==> src/rtl/uart_tx.sv <==
// rtl/uart_tx.sv - UART serial transmitter paced by an external baud tick
module uart_tx #(
    parameter int DATA_BITS = 8,
    parameter int PARITY    = 0,
    parameter int STOP_BITS = 1
) (
    input  logic                 clk,
    input  logic                 rst,
    input  logic                 baud_tick,
    input  logic [DATA_BITS-1:0] tx_data,
    input  logic                 tx_valid,
    output logic                 tx_ready,
    output logic                 txd,
    output logic                 busy,
    output logic                 tx_done
);

    typedef enum logic [2:0] {
        S_IDLE,
        S_SYNC,
        S_START,
        S_DATA,
        S_PAR,
        S_STOP
    } state_t;

    localparam logic [2:0] LAST_BIT  = 3'(DATA_BITS - 1);
    localparam logic       LAST_STOP = 1'(STOP_BITS - 1);

    state_t                 state_q, state_d;
    logic [DATA_BITS-1:0]   shift_q, shift_d;
    logic                   par_q, par_d;
    logic [2:0]             bit_cnt_q, bit_cnt_d;
    logic                   stop_cnt_q, stop_cnt_d;
    logic                   txd_q, txd_d;
    logic                   tx_ready_q, tx_ready_d;
    logic                   busy_q, busy_d;
    logic                   tx_done_q, tx_done_d;
    logic                   xfer;

    // A byte is taken only while idle and advertising ready.
    assign xfer = (state_q == S_IDLE) & tx_valid & tx_ready_q;

    // Next-state logic: every bit boundary after acceptance waits for a baud tick.
    always_comb begin
        state_d    = state_q;
        shift_d    = shift_q;
        par_d      = par_q;
        bit_cnt_d  = bit_cnt_q;
        stop_cnt_d = stop_cnt_q;
        txd_d      = txd_q;
        tx_ready_d = tx_ready_q;
        busy_d     = busy_q;
        tx_done_d  = 1'b0;

        case (state_q)
            S_IDLE: begin
                txd_d      = 1'b1;
                tx_ready_d = 1'b1;
                busy_d     = 1'b0;
                if (xfer) begin
                    shift_d    = tx_data;
                    par_d      = (PARITY == 1) ? ~^tx_data : ^tx_data;
                    tx_ready_d = 1'b0;
                    busy_d     = 1'b1;
                    state_d    = S_SYNC;
                end
            end
            S_SYNC: begin
                // The tick of the acceptance cycle was seen in IDLE, so the
                // start bit always begins on a fresh tick and lasts a full period.
                if (baud_tick) begin
                    txd_d   = 1'b0;
                    state_d = S_START;
                end
            end
            S_START: begin
                if (baud_tick) begin
                    txd_d     = shift_q[0];
                    bit_cnt_d = 3'd0;
                    state_d   = S_DATA;
                end
            end
            S_DATA: begin
                if (baud_tick) begin
                    if (bit_cnt_q == LAST_BIT) begin
                        if (PARITY != 0) begin
                            txd_d   = par_q;
                            state_d = S_PAR;
                        end else begin
                            txd_d      = 1'b1;
                            stop_cnt_d = 1'b0;
                            state_d    = S_STOP;
                        end
                    end else begin
                        // Shifting keeps the next data bit at index 1.
                        txd_d     = shift_q[1];
                        shift_d   = shift_q >> 1;
                        bit_cnt_d = bit_cnt_q + 3'd1;
                    end
                end
            end
            S_PAR: begin
                if (baud_tick) begin
                    txd_d      = 1'b1;
                    stop_cnt_d = 1'b0;
                    state_d    = S_STOP;
                end
            end
            S_STOP: begin
                if (baud_tick) begin
                    if (stop_cnt_q == LAST_STOP) begin
                        tx_done_d  = 1'b1;
                        busy_d     = 1'b0;
                        tx_ready_d = 1'b1;
                        state_d    = S_IDLE;
                    end else begin
                        stop_cnt_d = stop_cnt_q + 1'b1;
                    end
                end
            end
            default: begin
                txd_d   = 1'b1;
                state_d = S_IDLE;
            end
        endcase
    end

    // State register; reset aborts any frame and returns the line to mark.
    always_ff @(posedge clk) begin
        if (rst) begin
            state_q    <= S_IDLE;
            shift_q    <= '0;
            par_q      <= 1'b0;
            bit_cnt_q  <= 3'd0;
            stop_cnt_q <= 1'b0;
            txd_q      <= 1'b1;
            tx_ready_q <= 1'b0;
            busy_q     <= 1'b0;
            tx_done_q  <= 1'b0;
        end else begin
            state_q    <= state_d;
            shift_q    <= shift_d;
            par_q      <= par_d;
            bit_cnt_q  <= bit_cnt_d;
            stop_cnt_q <= stop_cnt_d;
            txd_q      <= txd_d;
            tx_ready_q <= tx_ready_d;
            busy_q     <= busy_d;
            tx_done_q  <= tx_done_d;
        end
    end

    assign txd      = txd_q;
    assign tx_ready = tx_ready_q;
    assign busy     = busy_q;
    assign tx_done  = tx_done_q;

endmodule
==> config.mk <==
export PLATFORM = sky130hd
export DESIGN_NAME = uart_tx
export DESIGN_NICKNAME = d
export VERILOG_FILES = /design/src/rtl/uart_tx.sv
export SDC_FILE = /design/constraint.sdc
export NUM_CORES = 1
export LEC_CHECK = 0
export ABC_AREA = 1
export CAP_MARGIN = 20
export CELL_PAD_IN_SITES_DETAIL_PLACEMENT = 2
export CELL_PAD_IN_SITES_GLOBAL_PLACEMENT = 2
export CORE_MARGIN = 2
export CORE_UTILIZATION = 25
export CTS_CLUSTER_SIZE = 24
export DETAILED_ROUTE_END_ITERATION = 10
export DONT_BUFFER_PORTS = 1
export PLACE_DENSITY = 0.61
export SLEW_MARGIN = 20
export SYNTH_ARGS = -nofsm -noshare
export SYNTH_HDL_FRONTEND = slang
export SYNTH_SLANG_ARGS = --single-unit
==> constraint.sdc <==
create_clock -name clk -period 2.7 [get_ports clk]
set_input_delay 0.27 -clock clk [delete_from_list [all_inputs] [get_ports clk]]
set_output_delay 0.27 -clock clk [all_outputs]
set_load 0.005 [all_outputs]
==> flow_summary.rst <==
.. list-table::
   :header-rows: 1

   * - Metric
     - Value
   * - Result of the run
     - complete, no violations
   * - Half-perimeter wire length of the detailed placement result
     - 2400 um
   * - Core Util, Final
     - 28.4%
   * - Post-Synthesis Cells
     - 161
   * - Met3 track demand over resource
     - 2.30%
   * - Worst supply voltage drop on vdd
     - 312 uV
   * - Critical Path End Type
     - register
   * - Sum of overflow across all layers after global routing
     - 0
   * - # nets final
     - 176
   * - Power density relative to cell area
     - 1180 nW/um^2
   * - Final weighted congestion in routability-driven placement
     - 0.743
   * - Number of buffer and inverter stages on the critical path
     - 1
   * - Endpoint of the worst register-to-register path
     - shift_q[6]
   * - Slew Viols, Final
     - 0
   * - Worst slew margin
     - 60.5%
   * - Post-CTS Setup Inserts
     - 0
   * - Number of antenna repair diodes
     - 0
   * - Flop-to-flop setup slack
     - 0.92 ns
   * - Clock tree from TritonCTS
     - yes
   * - Grt met1 use
     - 20.7%
   * - Wire length of the first global-routing pass
     - 5180 um
   * - Cell at the root of the clock tree
     - clkbuf_8
   * - Final count of hold timing violations
     - 0
   * - Series of cell instances along the critical path
     - nand2_2, nor2_4, nand2_2, nand2_4, inv_2, nor2_4, nor2_1, nor2_1
   * - Worst Setup Slack, final
     - 0.923 ns
   * - Worst hold-check path type
     - in -> reg
   * - Count of nets left with antenna violations after detail routing
     - 0
   * - Synth cell types
     - 22
   * - H-tree depth reported by CTS
     - 1
   * - Pleak
     - 0.560 nW
   * - WP data arrival
     - 1.97 ns
   * - Number of buffers added by the clock tree synthesis step
     - 3
   * - Wirelength, routed
     - 3070 um
   * - Pin count of the biggest net entering global routing
     - 15
   * - Largest buffer count on any clock path
     - 2
   * - Clk pin slew, worst setup/hold paths
     - 0.08 ns
   * - Place WS
     - 0.903 ns
   * - M2 GR Usage
     - 24.2%
   * - Die Outline Area
     - 4650 sq um
   * - Slew @ Worst Pin
     - 0.592 ns
   * - Layout overhead on the synthesized area
     - 9.60%
   * - Per-cell via count in the routed design
     - 4.75
   * - Via count of the first global-routing pass
     - 1,060
   * - Hold bufs inserted after CTS
     - 0
   * - Capture endpoint of the worst hold path
     - state_q[2]
   * - Skew final
     - 0.00334 ns
   * - Routed length per placed instance
     - 14.5 um
   * - Startpoint kind of the worst setup timing path
     - register
   * - Highest-utilization routing layer at the global route stage
     - met2
   * - Tightest hold margin
     - 0.0715 ns
   * - Share of cells above drive strength 1
     - 9.94%
   * - Number of sinks driven by the clock tree
     - 18
   * - 1st-pass router iterations
     - 4
   * - Worst-path fanout max
     - 14
   * - Count of buffers from port buffering
     - 0
   * - Synthesized net count
     - 175
   * - Area of the core
     - 3970 sq um
   * - Setup violations, final
     - 0
   * - I/O pin count
     - 16
   * - Max Clock Freq
     - 563 MHz
   * - Total Power Consumption
     - 0.00133 W
   * - Remaining DRCs
     - 0
   * - Post-Synthesis Cell Area
     - 1030 sq um
   * - Max-cap violations
     - 0
   * - Family with the most delay on the worst path
     - simple AND/OR/NAND/NOR gates
   * - Die Wd
     - 68.2 um
   * - Total negative setup slack
     - 0 ns
   * - Number of vias after detailed routing
     - 1,003
   * - Number of antenna violations at the first check in global routing
     - 0
   * - Mean area per synthesized cell
     - 6.40 sq um
   * - Depth of the worst register-to-register path
     - 8
   * - Unrepaired setup endpoints after global routing
     - no
   * - Number of register bits inferred by synthesis
     - 18
   * - Yosys warnings
     - 0
   * - 1st-iter DRT viols
     - 29
   * - Required time worst endpoint
     - 2.89 ns
   * - Cell type of the slowest stage on the worst timing path
     - dfxtp_1
   * - Number of cell rows
     - 23
   * - Final clock period utilization by the worst path
     - 65.8%
   * - Source of the worst hold timing path
     - rst
   * - Layout fillers
     - 502
   * - Die H
     - 68.2 um
   * - Crit Path Class
     - reg -> reg
   * - Sequential share of the synthesized area
     - 35.0%
   * - CTS-repair resized insts
     - 0
   * - Hold Path Depth
     - 1
   * - Time the final worst path needs with I/O delays and setup
     - 1.78 ns
   * - Start of the worst register-to-register path
     - state_q[1]
   * - Clock insertion delay at the later pin of the skew report
     - 0.26 ns
   * - Initial cell density of the core
     - 25.9%
   * - Max incr delay on CP
     - 0.70 ns
   * - Global-route usage over all layers
     - 15.1%
stage by stage:
| step | std cells | cell area, sq um |
|---|---|---|
| 6_report | 211 | 1130 |
| 5_1_grt | 211 | 1130 |
| 4_1_cts | 211 | 1130 |
| 3_5_place_dp | 207 | 1070 |
| 3_3_place_gp | 207 | 1070 |
| 2_1_floorplan | 161 | 1030 |
synthesized netlist by cell type:
| library cell | number | area, sq um |
|---|---|---|
| a211oi_2 | 1 | 12.5 |
| a21oi_1 | 6 | 30.0 |
| buf_1 | 1 | 3.75 |
| buf_2 | 3 | 15.0 |
| dfxtp_1 | 18 | 360 |
| ha_1 | 2 | 25.0 |
| inv_1 | 17 | 63.8 |
| inv_2 | 3 | 11.3 |
| nand2_1 | 47 | 176 |
| nand2_2 | 2 | 12.5 |
| nand2_4 | 1 | 11.3 |
| nand3_1 | 18 | 90.1 |
| nand3_2 | 1 | 10.0 |
| nand4_1 | 7 | 43.8 |
| nor2_1 | 24 | 90.1 |
| nor2_2 | 1 | 6.26 |
| nor2_4 | 2 | 22.5 |
| nor3_2 | 1 | 10.0 |
| o211ai_1 | 1 | 7.51 |
| o21ai_0 | 3 | 15.0 |
| o21ai_1 | 1 | 5.00 |
| o21bai_1 | 1 | 7.51 |
how the worst max path moves through the flow:
| stage | to | cells after the start | start |
|---|---|---|---|
| 3_5_place_dp | shift_q[6] | 8 | state_q[1] |
| 3_3_place_gp | shift_q[1] | 8 | state_q[1] |
| 6_report | shift_q[6] | 8 | state_q[1] |
| 4_1_cts | shift_q[6] | 8 | state_q[1] |
| 5_1_grt | shift_q[3] | 8 | state_q[1] |
| 2_1_floorplan | shift_q[0] | 9 | bit_cnt_q[0] |
routing by layer:
metal | vias to the layer above | part of all wire, % | wire length (um)
li1 | 511 | - | -
met1 | 480 | 51 | 1560
met2 | 8 | 46 | 1410
met3 | 4 | 2.2 | 68
met4 | 0 | 1.1 | 34
met5 | - | 0 | 0
cell usage in the layout, fill, tap and decap left out:
master / Yosys / routed
nand2_4: 1 / 1
clkbuf_8: 0 / 4
nand2_1: 47 / 47
nand4_1: 7 / 7
a21oi_1: 6 / 6
a211oi_2: 1 / 1
nor2_1: 24 / 24
nand3_2: 1 / 1
o211ai_1: 1 / 1
ha_1: 2 / 2
nor2_2: 1 / 1
o21ai_0: 3 / 3
inv_1: 17 / 17
o21bai_1: 1 / 1
nor2_4: 2 / 2
inv_2: 3 / 3
nand3_1: 18 / 18
o21ai_1: 1 / 1
dfxtp_1: 18 / 18
nor3_2: 1 / 1
nand2_2: 2 / 2
logic make-up after synthesis:
kind of cell / after synthesis / share of synthesized area (%)
buffers and inverters: 24 / 9.11
adder cells (fa/ha/maj): 2 / 2.43
flip-flops: 18 / 35.0
AO/OA/AOI/OAI: 13 / 7.53
AND/OR/NAND/NOR: 104 / 45.9
worst register-to-register path: stages (launching register included):
cell and delay (ns):
dfxtp_1 0.70, nand2_2 0.16, nor2_4 0.17, nand2_2 0.12, nand2_4 0.13, inv_2 0.06
nor2_4 0.19, nor2_1 0.08, nor2_1 0.11
cell type report:
type,count,area (sq um),area share [%]
well taps,50,62.6,5.54
multi-input cells,119,576,51.0
flip-flops and latches,18,360,31.9
inverters,20,75.1,6.65
clock buffers,4,55.1,4.88
flip-flops by register name (all words and copies together) (netlist names):
name,count
tx_done,1
bit_cnt_q,3
busy,1
tx_ready,1
shift_q,8
state_q,3
txd,1
report_power, final:
part,total [W],switching [W],internal (W)
Combinational,0.000643,0.000441,0.000202
Sequential,0.000462,0.000113,0.000349
Clock,0.000229,0.0000996,0.000130
Total,0.00133,0.000654,0.000680
(Power assumes the default switching activity.)
